## src/rtl/fetch_unit_pkg.sv

```systemverilog
// Shared definitions for the fetch stage and decode: opcode values,
// the canonical NOP word and the fetch state encoding.
package fetch_unit_pkg;

    // Major opcodes (instruction bits [6:0])
    localparam logic [6:0] OP_RTYPE  = 7'b0110011;
    localparam logic [6:0] OP_LOAD   = 7'b0000011;
    localparam logic [6:0] OP_STORE  = 7'b0100011;
    localparam logic [6:0] OP_BRANCH = 7'b1100011;
    localparam logic [6:0] OP_IMM    = 7'b0010011;
    localparam logic [6:0] OP_JAL    = 7'b1101111;
    localparam logic [6:0] OP_JALR   = 7'b1100111;
    localparam logic [6:0] OP_HALT   = 7'b0000000;

    // addi x0, x0, 0 -- what a bubble looks like in IF/ID
    localparam logic [31:0] NOP_INSTR = 32'h00000013;

    typedef enum logic {
        RUN    = 1'b0,
        HALTED = 1'b1
    } fetch_state_t;

endpackage

```

## src/rtl/fetch_unit_flopenrc.sv

```systemverilog
// Register with synchronous reset, enable and synchronous clear.
// Reset and clear both load CLR_VAL; priority is rst > clr > en.
module fetch_unit_flopenrc #(
    parameter int           W       = 8,
    parameter logic [W-1:0] CLR_VAL = '0
) (
    input  logic         clk,
    input  logic         rst,
    input  logic         en,
    input  logic         clr,
    input  logic [W-1:0] d,
    output logic [W-1:0] q
);

    // Register update: reset/clear load the clear value, enable loads d
    always_ff @(posedge clk) begin
        if (rst || clr) begin
            q <= CLR_VAL;
        end else if (en) begin
            q <= d;
        end
    end

endmodule

```

## src/rtl/fetch_unit.sv

```systemverilog
// Instruction fetch stage: PC register, IF/ID pipeline register and a
// RUN/HALTED state machine. A halt opcode stops fetch speculatively; a
// redirect from EX cancels it.
//
// Handshake note: there is no valid/ready pair here. stall is a hold
// request (PC, IF/ID and state freeze), pc_sel is a redirect that wins
// over stall, and ifid_valid qualifies ifid_instr for the decode stage.
module fetch_unit
    import fetch_unit_pkg::*;
#(
    parameter int PC_W  = 9,
    parameter int INS_W = 32
) (
    input  logic             clk,
    input  logic             reset,
    input  logic             stall,
    input  logic             pc_sel,
    input  logic [PC_W-1:0]  target_pc,
    output logic [PC_W-1:0]  imem_addr,
    input  logic [INS_W-1:0] imem_rdata,
    output logic [PC_W-1:0]  ifid_pc,
    output logic [INS_W-1:0] ifid_instr,
    output logic             ifid_valid,
    output logic             halted,
    output logic             dbg_state
);

    localparam int IFID_W = PC_W + INS_W + 1;
    localparam logic [IFID_W-1:0] IFID_BUBBLE =
        {{PC_W{1'b0}}, INS_W'(NOP_INSTR), 1'b0};

    fetch_state_t      state_q;
    fetch_state_t      state_n;
    logic [PC_W-1:0]   pc_q;
    logic [PC_W-1:0]   pc_d;
    logic              pc_en;
    logic              ifid_en;
    logic              ifid_clr;
    logic [IFID_W-1:0] ifid_d;
    logic [IFID_W-1:0] ifid_q;
    logic              is_halt;

    assign is_halt = (imem_rdata[6:0] == OP_HALT);
    assign ifid_d  = {pc_q, imem_rdata, 1'b1};

    // State register
    always_ff @(posedge clk) begin
        if (reset) begin
            state_q <= RUN;
        end else begin
            state_q <= state_n;
        end
    end

    // Next-state and register controls: pc_sel > stall > normal fetch
    always_comb begin
        state_n  = state_q;
        pc_en    = 1'b0;
        pc_d     = pc_q;
        ifid_en  = 1'b0;
        ifid_clr = 1'b0;
        if (pc_sel) begin
            // Redirect: bubble IF/ID, cancel any speculative halt
            pc_en    = 1'b1;
            pc_d     = target_pc;
            ifid_clr = 1'b1;
            state_n  = RUN;
        end else if (stall) begin
            // Everything holds, including a pending halt decision
            state_n = state_q;
        end else if (state_q == RUN) begin
            ifid_en = 1'b1;
            if (is_halt) begin
                state_n = HALTED;
            end else begin
                pc_en = 1'b1;
                pc_d  = pc_q + PC_W'(4);
            end
        end else begin
            // HALTED: PC frozen, feed bubbles downstream
            ifid_clr = 1'b1;
        end
    end

    fetch_unit_flopenrc #(
        .W       (PC_W),
        .CLR_VAL ({PC_W{1'b0}})
    ) u_pc_reg (
        .clk (clk),
        .rst (reset),
        .en  (pc_en),
        .clr (1'b0),
        .d   (pc_d),
        .q   (pc_q)
    );

    fetch_unit_flopenrc #(
        .W       (IFID_W),
        .CLR_VAL (IFID_BUBBLE)
    ) u_ifid_reg (
        .clk (clk),
        .rst (reset),
        .en  (ifid_en),
        .clr (ifid_clr),
        .d   (ifid_d),
        .q   (ifid_q)
    );

    assign imem_addr  = pc_q;
    assign ifid_pc    = ifid_q[IFID_W-1 -: PC_W];
    assign ifid_instr = ifid_q[INS_W:1];
    assign ifid_valid = ifid_q[0];
    assign halted     = (state_q == HALTED);
    assign dbg_state  = state_q;

endmodule

```

## config.mk

```make
export PLATFORM = sky130hd
export DESIGN_NAME = fetch_unit
export DESIGN_NICKNAME = d
export VERILOG_FILES = /design/src/rtl/fetch_unit_pkg.sv /design/src/rtl/fetch_unit_flopenrc.sv /design/src/rtl/fetch_unit.sv
export SDC_FILE = /design/constraint.sdc
export NUM_CORES = 1
export LEC_CHECK = 0
export CORE_ASPECT_RATIO = 0.7
export CORE_UTILIZATION = 43
export DETAILED_ROUTE_END_ITERATION = 12
export GPL_TIMING_DRIVEN = 1
export PLACE_DENSITY = 0.92
export REMOVE_ABC_BUFFERS = 1
export SLEW_MARGIN = 20
export SYNTH_ARGS = -nofsm -noshare
export SYNTH_HDL_FRONTEND = slang
export SYNTH_SLANG_ARGS = --single-unit
export TNS_END_PERCENT = 50
```

## constraint.sdc

```tcl
create_clock -name clk -period 3.05 [get_ports clk]
set_input_delay 0.61 -clock clk [delete_from_list [all_inputs] [get_ports clk]]
set_output_delay 0.61 -clock clk [all_outputs]
set_load 0.005 [all_outputs]
```

# == After elaboration in Yosys (flattened, before gate mapping) ==
# Cells that the tools add are included.
# op_classes
reduce_logical,4
muxes,16
n_eq_ne,3
n_addsub,1
# op_table
operator,n
9-bit 2-to-1 mux,4
1-bit 2-to-1 mux,12
"9-bit by 3-bit adder with 9-bit output, second input constant",1
7-bit logical NOT,1
"2-bit inequality test, second input constant",2
4-bit AND reduction,1
"2-bit by 1-bit inequality test with 1-bit output, second input constant",1
2-bit OR reduction,1
1-bit logical OR,1
# word_totals
word_cells,27
input_bits,45
reg_bits,52

# == Longest topological paths before layout ==
# Gate-level depths: netlist of the first run.
# logic_depth
depth_word,6
mapped_depth,5

# == By module ==
# From an unflattened synthesis of the first run, not the netlist that was laid out.
# unflattened
cells_unflattened,218
area_unflattened_um2,2183.3
# by_module_without_submodules
module,cells_per_inst,instances,area_each_um2
fetch_unit_flopenrc at u_ifid_reg,137,1,1500.2
fetch_unit,51,1,354.1
fetch_unit_flopenrc at u_pc_reg,30,1,329.1

# == Least setup slack after synthesis of the first run ==
# OpenSTA, ideal clock, no wires.
# synth_path
kind,input to register
start,in imem_rdata[3]
end,reg u_pc_reg.q[8]
setup_slack_ps,1460
cell_stages,4
t_arrival_ps,1487
n_path_buf,0
path_cell_list,nor4_4 nand2_4 and3_4 a2111oi_2
# synth_between
elab_chain_cells,6
word_cells_on_any_way,7
cone_classes,1 x eq/ne; 4 x mux; 2 x reduce/logical
# synth_rtl
element,line,rtl
start: declaration,fetch_unit.sv:20,"input logic [INS_W-1:0] imem_rdata,"
7-bit logical NOT (*),fetch_unit.sv:43,assign is_halt = (imem_rdata[6:0] == OP_HALT);
1-bit 2-to-1 mux,fetch_unit.sv:73,if (is_halt) begin
1-bit 2-to-1 mux,fetch_unit.sv:71,end else if (state_q == RUN) begin
1-bit 2-to-1 mux,fetch_unit.sv:68,end else if (stall) begin
1-bit 2-to-1 mux,fetch_unit.sv:62,if (pc_sel) begin
4-bit AND reduction (no line) (*),-,
end signal: assignment,fetch_unit_flopenrc.sv:18,q <= CLR_VAL;
end signal: assignment,fetch_unit_flopenrc.sv:20,q <= d;
end: declaration,fetch_unit_flopenrc.sv:12,output logic [W-1:0] q
# Every way passes the cells marked *; elsewhere a longest branch is shown, timed or not.
# A chain may end at the register's enable or synchronous reset.

# == Worst setup path in the final report of the first run ==
# layout_path
start,in pc_sel
end,reg u_ifid_reg.q[17]
# layout_between
elab_chain_cells,2
word_cells_on_any_way,3
cone_classes,2 x mux; 1 x reduce/logical
# layout_rtl
element,line,rtl
start: declaration,fetch_unit.sv:17,"input logic pc_sel,"
1-bit 2-to-1 mux,fetch_unit.sv:62,
1-bit logical OR,fetch_unit_flopenrc.sv:17,if (rst || clr) begin
end signal: assignment,fetch_unit_flopenrc.sv:18,
end signal: assignment,fetch_unit_flopenrc.sv:20,
end: declaration,fetch_unit_flopenrc.sv:12,
# Several ways; a longest one is shown, not always the timed one.

==> results of run 1 <==
## power by group
group	internal [mW]	switching, mW
combinational	0.114	0.0796
sequential	0.699	0.0171
clock	0.185	0.204
## stage by stage
step                      instance area [µm²]  hold slack [ns]
after global placement                   3080            0.441
final                                    3170            0.457
after detailed placement                 3080            0.447
after floorplan                          1980            0.453
after global routing                     3170            0.480
after CTS                                3170            0.459
## final cells by class
class / instances / share of cell area
Inverter: 8 / 0.00946
Clock buffer: 8 / 0.0284
Tap cell: 55 / 0.0217
Multi-Input combinational cell: 172 / 0.293
Timing Repair Buffer: 101 / 0.319
Sequential cell: 52 / 0.328
## per-layer routing
metal  part of all wire  wire [µm]  track usage
met5                  0          0            0
met2               0.45       2360        0.357
met4             0.0062         32       0.0533
met3              0.088        458       0.0829
met1               0.45       2340        0.254
## cells in the final DEF, fill, tap and decap left out, drive strengths merged
cell / n
a2111oi: 3
a211oi: 2
a21oi: 43
a221oi: 1
a311oi: 3
and3: 3
and4bb: 1
buf: 4
clkbuf: 8
clkdlybuf4s50: 97
dfxtp: 52
ha: 1
inv: 8
mux2i: 2
nand2: 85
nand2b: 1
nand3: 1
nand3b: 3
nor2: 7
nor2b: 2
nor3: 1
nor4: 1
nor4bb: 2
o21a: 4
o21ai: 1
or2: 1
or3: 1
xor2: 3
## cell usage after synthesis (2+ instances only)
master and number:
sky130_fd_sc_hd__a21oi_1 43, sky130_fd_sc_hd__dfxtp_1 52, sky130_fd_sc_hd__mux2i_1 2, sky130_fd_sc_hd__a211oi_1 2, sky130_fd_sc_hd__a311oi_1 3, sky130_fd_sc_hd__buf_2 8
sky130_fd_sc_hd__nand3b_1 3, sky130_fd_sc_hd__xor2_1 3, sky130_fd_sc_hd__nor2b_1 2, sky130_fd_sc_hd__nand2_1 84, sky130_fd_sc_hd__nor2_1 6, sky130_fd_sc_hd__a2111oi_2 3
sky130_fd_sc_hd__o21a_1 4, sky130_fd_sc_hd__nor4bb_1 2, sky130_fd_sc_hd__clkbuf_1 8, sky130_fd_sc_hd__inv_1 8
## flip-flops by register name, summed over array words and instances, names as in the netlist
name          cells
u_pc_reg.q        9
u_ifid_reg.q     42
dbg_state         1
## worst paths after layout
kind | startpoint | cells past startpoint | endpoint | slack, ns
max | pc_sel | 5 | u_ifid_reg.q[17]$_SDFFE_PP0P_ | 1.01
min | u_ifid_reg.q[29]$_SDFFE_PP0P_ | 2 | u_ifid_reg.q[29]$_SDFFE_PP0P_ | 0.46
max reg2reg | dbg_state$_SDFFE_PP0N_ | 3 | u_ifid_reg.q[16]$_SDFFE_PP0P_ | 1.39
min reg2reg | u_ifid_reg.q[29]$_SDFFE_PP0P_ | 2 | u_ifid_reg.q[29]$_SDFFE_PP0P_ | 0.46
## worst register-to-register path, delay by kind of cell, from the launching register on
family          cells  cell delay, ns
buf+inv             1            0.12
flops               1            0.45
compound gates      2            0.92
## kinds of logic (layout without fill, tap and decap cells)
family | count (synthesis) | count (layout) | share of synthesized area
compound gates | 57 | 57 | 0.171
flops | 52 | 52 | 0.505
fa+ha+maj | 1 | 1 | 0.00607
mux | 2 | 2 | 0.00971
xor+xnor | 3 | 3 | 0.0127
buf+inv | 25 | 117 | 0.0522
simple gates | 109 | 109 | 0.244
==> flow_summary.ini, run 1 <==
[route]
wl_per_cell_um = 13.1
post-route-drc-count = 7
routed-via-count = 1947
vias_per_cell = 4.92
drtPass1Iterations = 9
initialDrtViolationCount = 107
antenna_violating_nets_post_route = 0
postRouteWirelength_um = 5190

[sta]
hold_vio_cnt_final = 0
period_share = 0.670
timing_max_transition_violations_final = 0
maxClockFrequency_mhz = 489
fin_crit_ns = 2.04
worst_clock_skew_ns = 0.00341
worst_slew_pin_slew_ns = 1.00
setup_ws_ns = 1.01
final.setup.tns_ns = 0
grt_setup_unrepaired = false
setup_viol = 0
worst_slew_margin_rel = 0.329

[worst_hold_path]
holdCritPathClass = flip-flop to flip-flop

[critical_path]
timing.critical_path.to_type = flip-flop
critPathBufInv = 2
crit_path_max_incr_delay_ns = 0.67
critical_path_arrival_ns = 2.18
crit_path_start_kind = input pin
critical_path.cell_chain = clkdlybuf4s50_1 > or3_1 > buf_4 > nand2_1 > a21oi_1
timing.critical_path.required_ns = 3.18
crit_path_max_fanout = 41
setup.worst_path.class = input pin to flip-flop
critical_path.slowest_cell = sky130_fd_sc_hd__clkdlybuf4s50_1
critPathTopFamily = buffers and inverters

[synth]
synth_ff_type = sky130_fd_sc_hd__dfxtp_1
ys_ff_latch = 52
number_of_different_library_cells_in_the_post_synthesis_netlist = 32
yosys_warnings = 0
netlist.top_cell.by_area = sky130_fd_sc_hd__dfxtp_1
sequential_cell_area_fraction_in_the_yosys_report = 0.505
synth-async-reset-ratio = 0
post_synth_main_area_contributors = sky130_fd_sc_hd__dfxtp_1 50%, sky130_fd_sc_hd__nand2_1 15%, sky130_fd_sc_hd__a21oi_1 10%
synth.top_cell.area_share = 0.505
postSynthAreaPerCell_um2 = 8.28
synth_enable_flop_cells = 0
post_synth_inst_count = 249
mappedNetlistArea_mm2 = 0.00206

[global_routing]
first_global_vias = 1766
global_route_wire_length_before_repair_um = 8230
global_route.overflow_total = 0
grt_max_degree = 43
grtUsageTotal = 0.210
grt_antenna_before_repair = 0

[pwr]
p_per_area_mw_per_mm2 = 409
total_leakage_power_nw = 1.14
power_mw = 1.30
peakVddDrop_mv = 0.280

[die]
placeableCoreArea_mm2 = 0.00448
die_height_um = 59.9
initial_utilization = 0.460
placementRows = 20
io_pins = 98
die-area_mm2 = 0.00508
floorplan.die.width_um = 84.8

[status]
run_status = finished with violations
violations = DRC

[cells_and_area]
stdcell_count = 396
post_route_cells_drive_above_1_share = 0.0645
footprint_of_the_multi_input_gates_um2 = 930
layout.filler_cells = 372
final_core_utilization = 0.708
design.final.nets = 386
area_of_all_sequential_standard_cells_mm2 = 0.00104
area.growth.synth_to_final_pct = 53.9
antenna_cells_inserted = 0

[placed_design]
hpwlAfterDp_um = 3700
placedCellCount = 388
port_buffer_cells = 97
dpl_ws_ns = 0.695
place.gp.congestion = 0.761

[clocking]
hold_buf_count_cts = 0
cts.repair_timing.setup_buffer_count = 0
clk_path_buf_depth = 2
tritoncts.num_buffers = 5
number_of_resized_instances_in_the_post_cts_repair_step = 0
clk_transition_reported_paths_ns = 0.08
tritoncts = built
htree_num_levels = 2
cts_sink_count = 52
worst_skew_pair.late_latency_ns = 0.29
cts_root_buf = sky130_fd_sc_hd__clkbuf_8

[run]
max_cap_violations = 0
(Power assumes the default switching activity.)
==> inputs of run 2 (changes only) <==
Settings changed: CORE_UTILIZATION 43 to 36, PLACE_DENSITY 0.92 to 0.83.
Clock period 3.05 ns to 1.7 ns, I/O delays scaled along.
==> run 2 against run 1 <==
  * The run now ends clean
  * Count of clock-buffer cells in the layout is 1 lower
  * Wire length up 4.2%
  * Largest cell class is now buffers
  * Sequential power is 79% higher
  * Combinational power rose by 93%
  * Critical path depth decreased by 4
  * Global-route usage is 2.6 points lower
  * Core utilization decreased by 9.1 points
  * Total power up 84%
  * Flip-flop and latch count did not move
  * Largest power group unchanged
  * Register-to-register slack got worse by 1.1 ns
  * Die area rose by 19%
  * Non-clock buffer count up 13
==> flow_summary.ini, run 2 (synthesis gave the netlist of run 1 again) <==
[route]
drtPass1Iterations = 4
antenna_violating_nets_post_route = 0
initialDrtViolationCount = 43
post-route-drc-count = 0
vias_per_cell = 4.77
wl_per_cell_um = 12.7
routed-via-count = 2027
postRouteWirelength_um = 5410

[sta]
final.setup.tns_ns = 0
hold_vio_cnt_final = 0
worst_slew_margin_rel = 0.675
worst_clock_skew_ns = 0.00171
maxClockFrequency_mhz = 605
fin_worst_hold_slack_ns = 0.452
worst_slew_pin_slew_ns = 0.485
timing_max_transition_violations_final = 0
setup_viol = 0
period_share = 0.972
fin_crit_ns = 1.65
grt_setup_unrepaired = false

[placed_design]
place.gp.congestion = 0.815
hpwlAfterDp_um = 4070
port_buffer_cells = 97

[clocking]
cts_root_buf = sky130_fd_sc_hd__clkbuf_8
worst_skew_pair.late_latency_ns = 0.29
tritoncts.num_buffers = 5
clk_transition_reported_paths_ns = 0.09
cts_sink_count = 52
number_of_resized_instances_in_the_post_cts_repair_step = 0
tritoncts = built
hold_buf_count_cts = 0
cts.repair_timing.setup_buffer_count = 0
clk_path_buf_depth = 2
htree_num_levels = 2

[global_routing]
grt_max_degree = 42
global_route_wire_length_before_repair_um = 8760
first_global_vias = 1955
grt_antenna_before_repair = 0
global_route.overflow_total = 0
grtUsageTotal = 0.184

[pwr]
total_leakage_power_nw = 1.22
p_per_area_mw_per_mm2 = 722
seq_power_share = 0.538
share_clk_of_total_power = 0.307
peakVddDrop_mv = 0.468
power_report.internal_total_mw = 1.84
sw_frac_of_total = 0.229
power_frac_comb = 0.156
power.switching_mw = 0.548

[die]
floorplan.die.width_um = 92.5
io_pins = 98
placeableCoreArea_mm2 = 0.00537
die-area_mm2 = 0.00604
die_height_um = 65.3
placementRows = 22
initial_utilization = 0.384

[cells_and_area]
area.growth.synth_to_final_pct = 60.6
post_route_cells_drive_above_1_share = 0.105
mostFrequentLayoutCell = sky130_fd_sc_hd__clkdlybuf4s50_1
final_core_utilization = 0.617
layout.filler_cells = 496
layout_common_cells = 97 x sky130_fd_sc_hd__clkdlybuf4s50_1, 84 x sky130_fd_sc_hd__nand2_1, 51 x sky130_fd_sc_hd__dfxtp_1
largest_register_ffs = 42
antenna_cells_inserted = 0
design.final.nets = 399
regMostFlops = u_ifid_reg.q

[critical_path]
timing.critical_path.required_ns = 1.36
crit_path_max_fanout = 6
crit_path_start_kind = flip-flop
critical_path.cell_chain = clkdlybuf4s50_1
critPathBufInv = 1
critPathTopFamily = buffers and inverters
critical_path.slowest_cell = sky130_fd_sc_hd__clkdlybuf4s50_1
setup.worst_path.class = flip-flop to primary output
crit_path_max_incr_delay_ns = 0.56
critical_path_arrival_ns = 1.31
timing.critical_path.to_type = primary output

[status]
run_status = complete, no violations

[worst_hold_path]
holdCritPathClass = flip-flop to flip-flop

[run]
max_cap_violations = 0
run 2: changes by cell type in the layout (fill, tap and decap cells not counted), sizes merged:
cell    change
clkbuf      -1
buf        +13
run 2: power by group through the flow:
stage	logic (mW)	clock network (mW)	registers, mW
finish	0.372	0.733	1.28
global route	0.406	0.819	1.29
CTS	0.378	0.767	1.28
detailed placement	0.376	0	1.31
global placement	0.369	0	1.31
floorplan	0.112	0	1.31
run 2: layer usage:
| metal | up-vias | GRT usage | wire [µm] |
|---|---|---|---|
| li1 | 1031 | - | - |
| met3 | 7 | 0.0590 | 471 |
| met4 | 0 | 0.0469 | 52 |
| met1 | 922 | 0.230 | 2400 |
| met5 | - | 0 | 0 |
| met2 | 67 | 0.307 | 2480 |
run 2: final cells by class:
| class | instances | area (µm²) | share of cell area |
|---|---|---|---|
| tap | 72 | 90.1 | 0.0272 |
| timing repair buffer | 114 | 1120 | 0.339 |
| multi-input combinational | 172 | 930 | 0.281 |
| clock buffer | 7 | 96.3 | 0.0291 |
| inverter | 8 | 30.0 | 0.00907 |
| sequential | 52 | 1040 | 0.315 |
run 2: stage by stage:
step           setup WS [ns]  instances  total power, mW  area, µm²
2_1_floorplan         -0.414        232             1.42       1980
3_3_place_gp          -0.146        418             1.68       3210
3_5_place_dp          -0.187        418             1.69       3210
4_1_cts               0.0499        425             2.43       3310
5_1_grt              0.00214        425             2.51       3310
6_report              0.0481        425             2.39       3310
run 2: worst paths after layout:
| check | startpoint | to | slack (ns) | cells after the start |
|---|---|---|---|---|
| min reg2reg | u_ifid_reg.q[11]$_SDFFE_PP0P_ | u_ifid_reg.q[11]$_SDFFE_PP0P_ | 0.45 | 2 |
| max | u_pc_reg.q[2]$_SDFFE_PP0P_ | imem_addr[2] | 0.05 | 1 |
| max reg2reg | u_pc_reg.q[2]$_SDFFE_PP0P_ | u_pc_reg.q[8]$_SDFFE_PP0P_ | 0.25 | 4 |
| min | u_ifid_reg.q[11]$_SDFFE_PP0P_ | u_ifid_reg.q[11]$_SDFFE_PP0P_ | 0.45 | 2 |
run 2: worst register-to-register path, cell delays in order (launching register included):
cell	delay [ns]
sky130_fd_sc_hd__dfxtp_1	0.39
sky130_fd_sc_hd__ha_1	0.28
sky130_fd_sc_hd__and3_2	0.24
sky130_fd_sc_hd__and3_4	0.18
sky130_fd_sc_hd__a2111oi_2	0.27
==> inputs of run 3 (changes only) <==
Settings changed: CTS_CLUSTER_SIZE set to 8, REMOVE_ABC_BUFFERS 1 to not set, TNS_END_PERCENT 50 to 100.
==> run 3 against run 2 <==
  * Non-clock buffer count decreased by 1
  * Final cell count is the same
  * Worst hold slack better by 0.0057 ns
  * Maximum frequency increased by 1.1%
  * Via count is 0.79% higher
  * First-iteration DRC count rose by 88%
  * Total power decreased by 0.72%
  * Setup slack improved by 0.019 ns
  * Combinational power about the same
  * Core utilization barely moved
==> flow_summary.ini, run 3 (synthesis gave the netlist of run 1 again) <==
[cells_and_area]
layout.filler_cells = 493
stdcell_count = 425
mostFrequentLayoutCell = sky130_fd_sc_hd__clkdlybuf4s50_1
layout_common_cells = 97 x sky130_fd_sc_hd__clkdlybuf4s50_1, 84 x sky130_fd_sc_hd__nand2_1, 52 x sky130_fd_sc_hd__dfxtp_1
largest_register_ffs = 42
design.final.nets = 398
area.growth.synth_to_final_pct = 60.7
antenna_cells_inserted = 0
regMostFlops = u_ifid_reg.q
post_route_cells_drive_above_1_share = 0.0992
final_core_utilization = 0.617

[die]
initial_utilization = 0.384
placementRows = 22
placeableCoreArea_mm2 = 0.00537
die-area_mm2 = 0.00604
floorplan.die.width_um = 92.5
io_pins = 98
die_height_um = 65.3

[global_routing]
grtUsageTotal = 0.193
grt_antenna_before_repair = 0
first_global_vias = 2000
grt_max_degree = 42
global_route.overflow_total = 0
global_route_wire_length_before_repair_um = 9200

[placed_design]
placedCellCount = 417
hpwlAfterDp_um = 4100
place.gp.congestion = 0.743
port_buffer_cells = 97

[synth]
syn_nets = 295

[critical_path]
r2r_path_end = u_pc_reg.q[7]$_SDFFE_PP0P_
critical_path_arrival_ns = 1.29
crit_path_max_incr_delay_ns = 0.55
critical_path.cell_chain = clkdlybuf4s50_1
critPathTopFamily = buffers and inverters
critical_path.slowest_cell = sky130_fd_sc_hd__clkdlybuf4s50_1
setup.worst_path.class = flip-flop to primary output
timing.critical_path.required_ns = 1.36
timing.critical_path.to_type = primary output
reg2regPathDepth = 4
crit_path_start_kind = flip-flop
rrSetupSlack_ns = 0.23
crit_path_max_fanout = 5
r2r-start = u_pc_reg.q[4]$_SDFFE_PP0P_
critPathBufInv = 1

[sta]
worst_clock_skew_ns = 0.00732
worst_slew_pin_slew_ns = 0.409
worst_slew_margin_rel = 0.723
period_share = 0.961
maxClockFrequency_mhz = 612
setup_viol = 0
fin_crit_ns = 1.63
hold_vio_cnt_final = 0
timing_max_transition_violations_final = 0
grt_setup_unrepaired = false

[clocking]
worst_skew_pair.late_latency_ns = 0.29
htree_num_levels = 2
number_of_resized_instances_in_the_post_cts_repair_step = 0
clk_path_buf_depth = 2
clk_transition_reported_paths_ns = 0.09
cts_sink_count = 52
cts.repair_timing.setup_buffer_count = 0
tritoncts = built
cts_root_buf = sky130_fd_sc_hd__clkbuf_8
hold_buf_count_cts = 0
tritoncts.num_buffers = 5

[route]
initialDrtViolationCount = 81
wl_met3_um = 575
post-route-drc-count = 0
postRouteWirelength_um = 5530
routed.top_layer = met4
vias_per_cell = 4.81
met1Wirelength_um = 2510
antenna_violating_nets_post_route = 0
wl_per_cell_um = 13.0
routed-wl-met2_um = 2420
routed-via-count = 2043
drtPass1Iterations = 4

[pwr]
total_leakage_power_nw = 1.21
peakVddDrop_mv = 0.447
p_per_area_mw_per_mm2 = 716

[worst_hold_path]
min_delay_path_depth = 2
worstHoldEndpoint = u_ifid_reg.q[31]$_SDFFE_PP0P_
holdCritPathClass = flip-flop to flip-flop
worstHoldStart = u_ifid_reg.q[31]$_SDFFE_PP0P_

[status]
run_status = complete, no violations

[run]
max_cap_violations = 0
-- run 3: changes by cell type in the layout (fill, tap and decap cells not counted) --
cell                         change
sky130_fd_sc_hd__buf_12          +1
sky130_fd_sc_hd__buf_4           -2
sky130_fd_sc_hd__clkbuf_1        +1
sky130_fd_sc_hd__clkbuf_8        -1
sky130_fd_sc_hd__clkinvlp_4      +1
sky130_fd_sc_hd__dfxtp_1         +1
sky130_fd_sc_hd__dfxtp_2         -1
-- run 3: where the power goes --
group	total (mW)	internal [mW]	switching, mW
combinational	0.375	0.226	0.150
clock	0.713	0.332	0.381
sequential	1.28	1.25	0.0311
total	2.37	1.81	0.562
-- run 3: area by class of cell --
| type | instances | area, µm² | area share |
|---|---|---|---|
| repair buffers | 113 | 1130 | 0.341 |
| inverters | 8 | 30.0 | 0.00906 |
| flip-flops and latches | 52 | 1040 | 0.314 |
| well taps | 72 | 90.1 | 0.0272 |
| clock inverters | 1 | 7.51 | 0.00227 |
| clock buffers | 7 | 86.3 | 0.0261 |
| multi-input cells | 172 | 930 | 0.281 |
-- run 3: per-layer routing --
layer  vias up  track usage
li1       1025            -
met4         0       0.0313
met1       937        0.243
met5         -            0
met2        77        0.320
met3         4       0.0718
-- run 3: worst max-delay path by stage --
| stage | cells after the start | from | slack [ns] | to |
|---|---|---|---|---|
| 2_1_floorplan | 4 | u_pc_reg.q[2]$_SDFFE_PP0P_ | 0.37 | u_pc_reg.q[8]$_SDFFE_PP0P_ |
| 3_3_place_gp | 6 | imem_rdata[3] | -0.15 | u_pc_reg.q[8]$_SDFFE_PP0P_ |
| 3_5_place_dp | 6 | imem_rdata[3] | -0.19 | u_pc_reg.q[7]$_SDFFE_PP0P_ |
| 4_1_cts | 1 | u_pc_reg.q[2]$_SDFFE_PP0P_ | 0.06 | imem_addr[2] |
| 5_1_grt | 6 | imem_rdata[3] | 0.003 | u_pc_reg.q[8]$_SDFFE_PP0P_ |
| 6_report | 1 | u_pc_reg.q[4]$_SDFFE_PP0P_ | 0.07 | imem_addr[4] |
-- run 3: metrics by stage --
stage | setup slack, ns | power, mW | hold slack [ns] | setup TNS, ns | area [µm²]
global placement | -0.149 | 1.68 | 0.438 | -0.768 | 3220
detailed placement | -0.193 | 1.69 | 0.446 | -1.29 | 3220
CTS | 0.0590 | 2.41 | 0.460 | 0 | 3310
global route | 0.00318 | 2.50 | 0.478 | 0 | 3310
finish | 0.0668 | 2.37 | 0.457 | 0 | 3310
floorplan | 0.372 | 1.44 | 0.453 | 0 | 2060
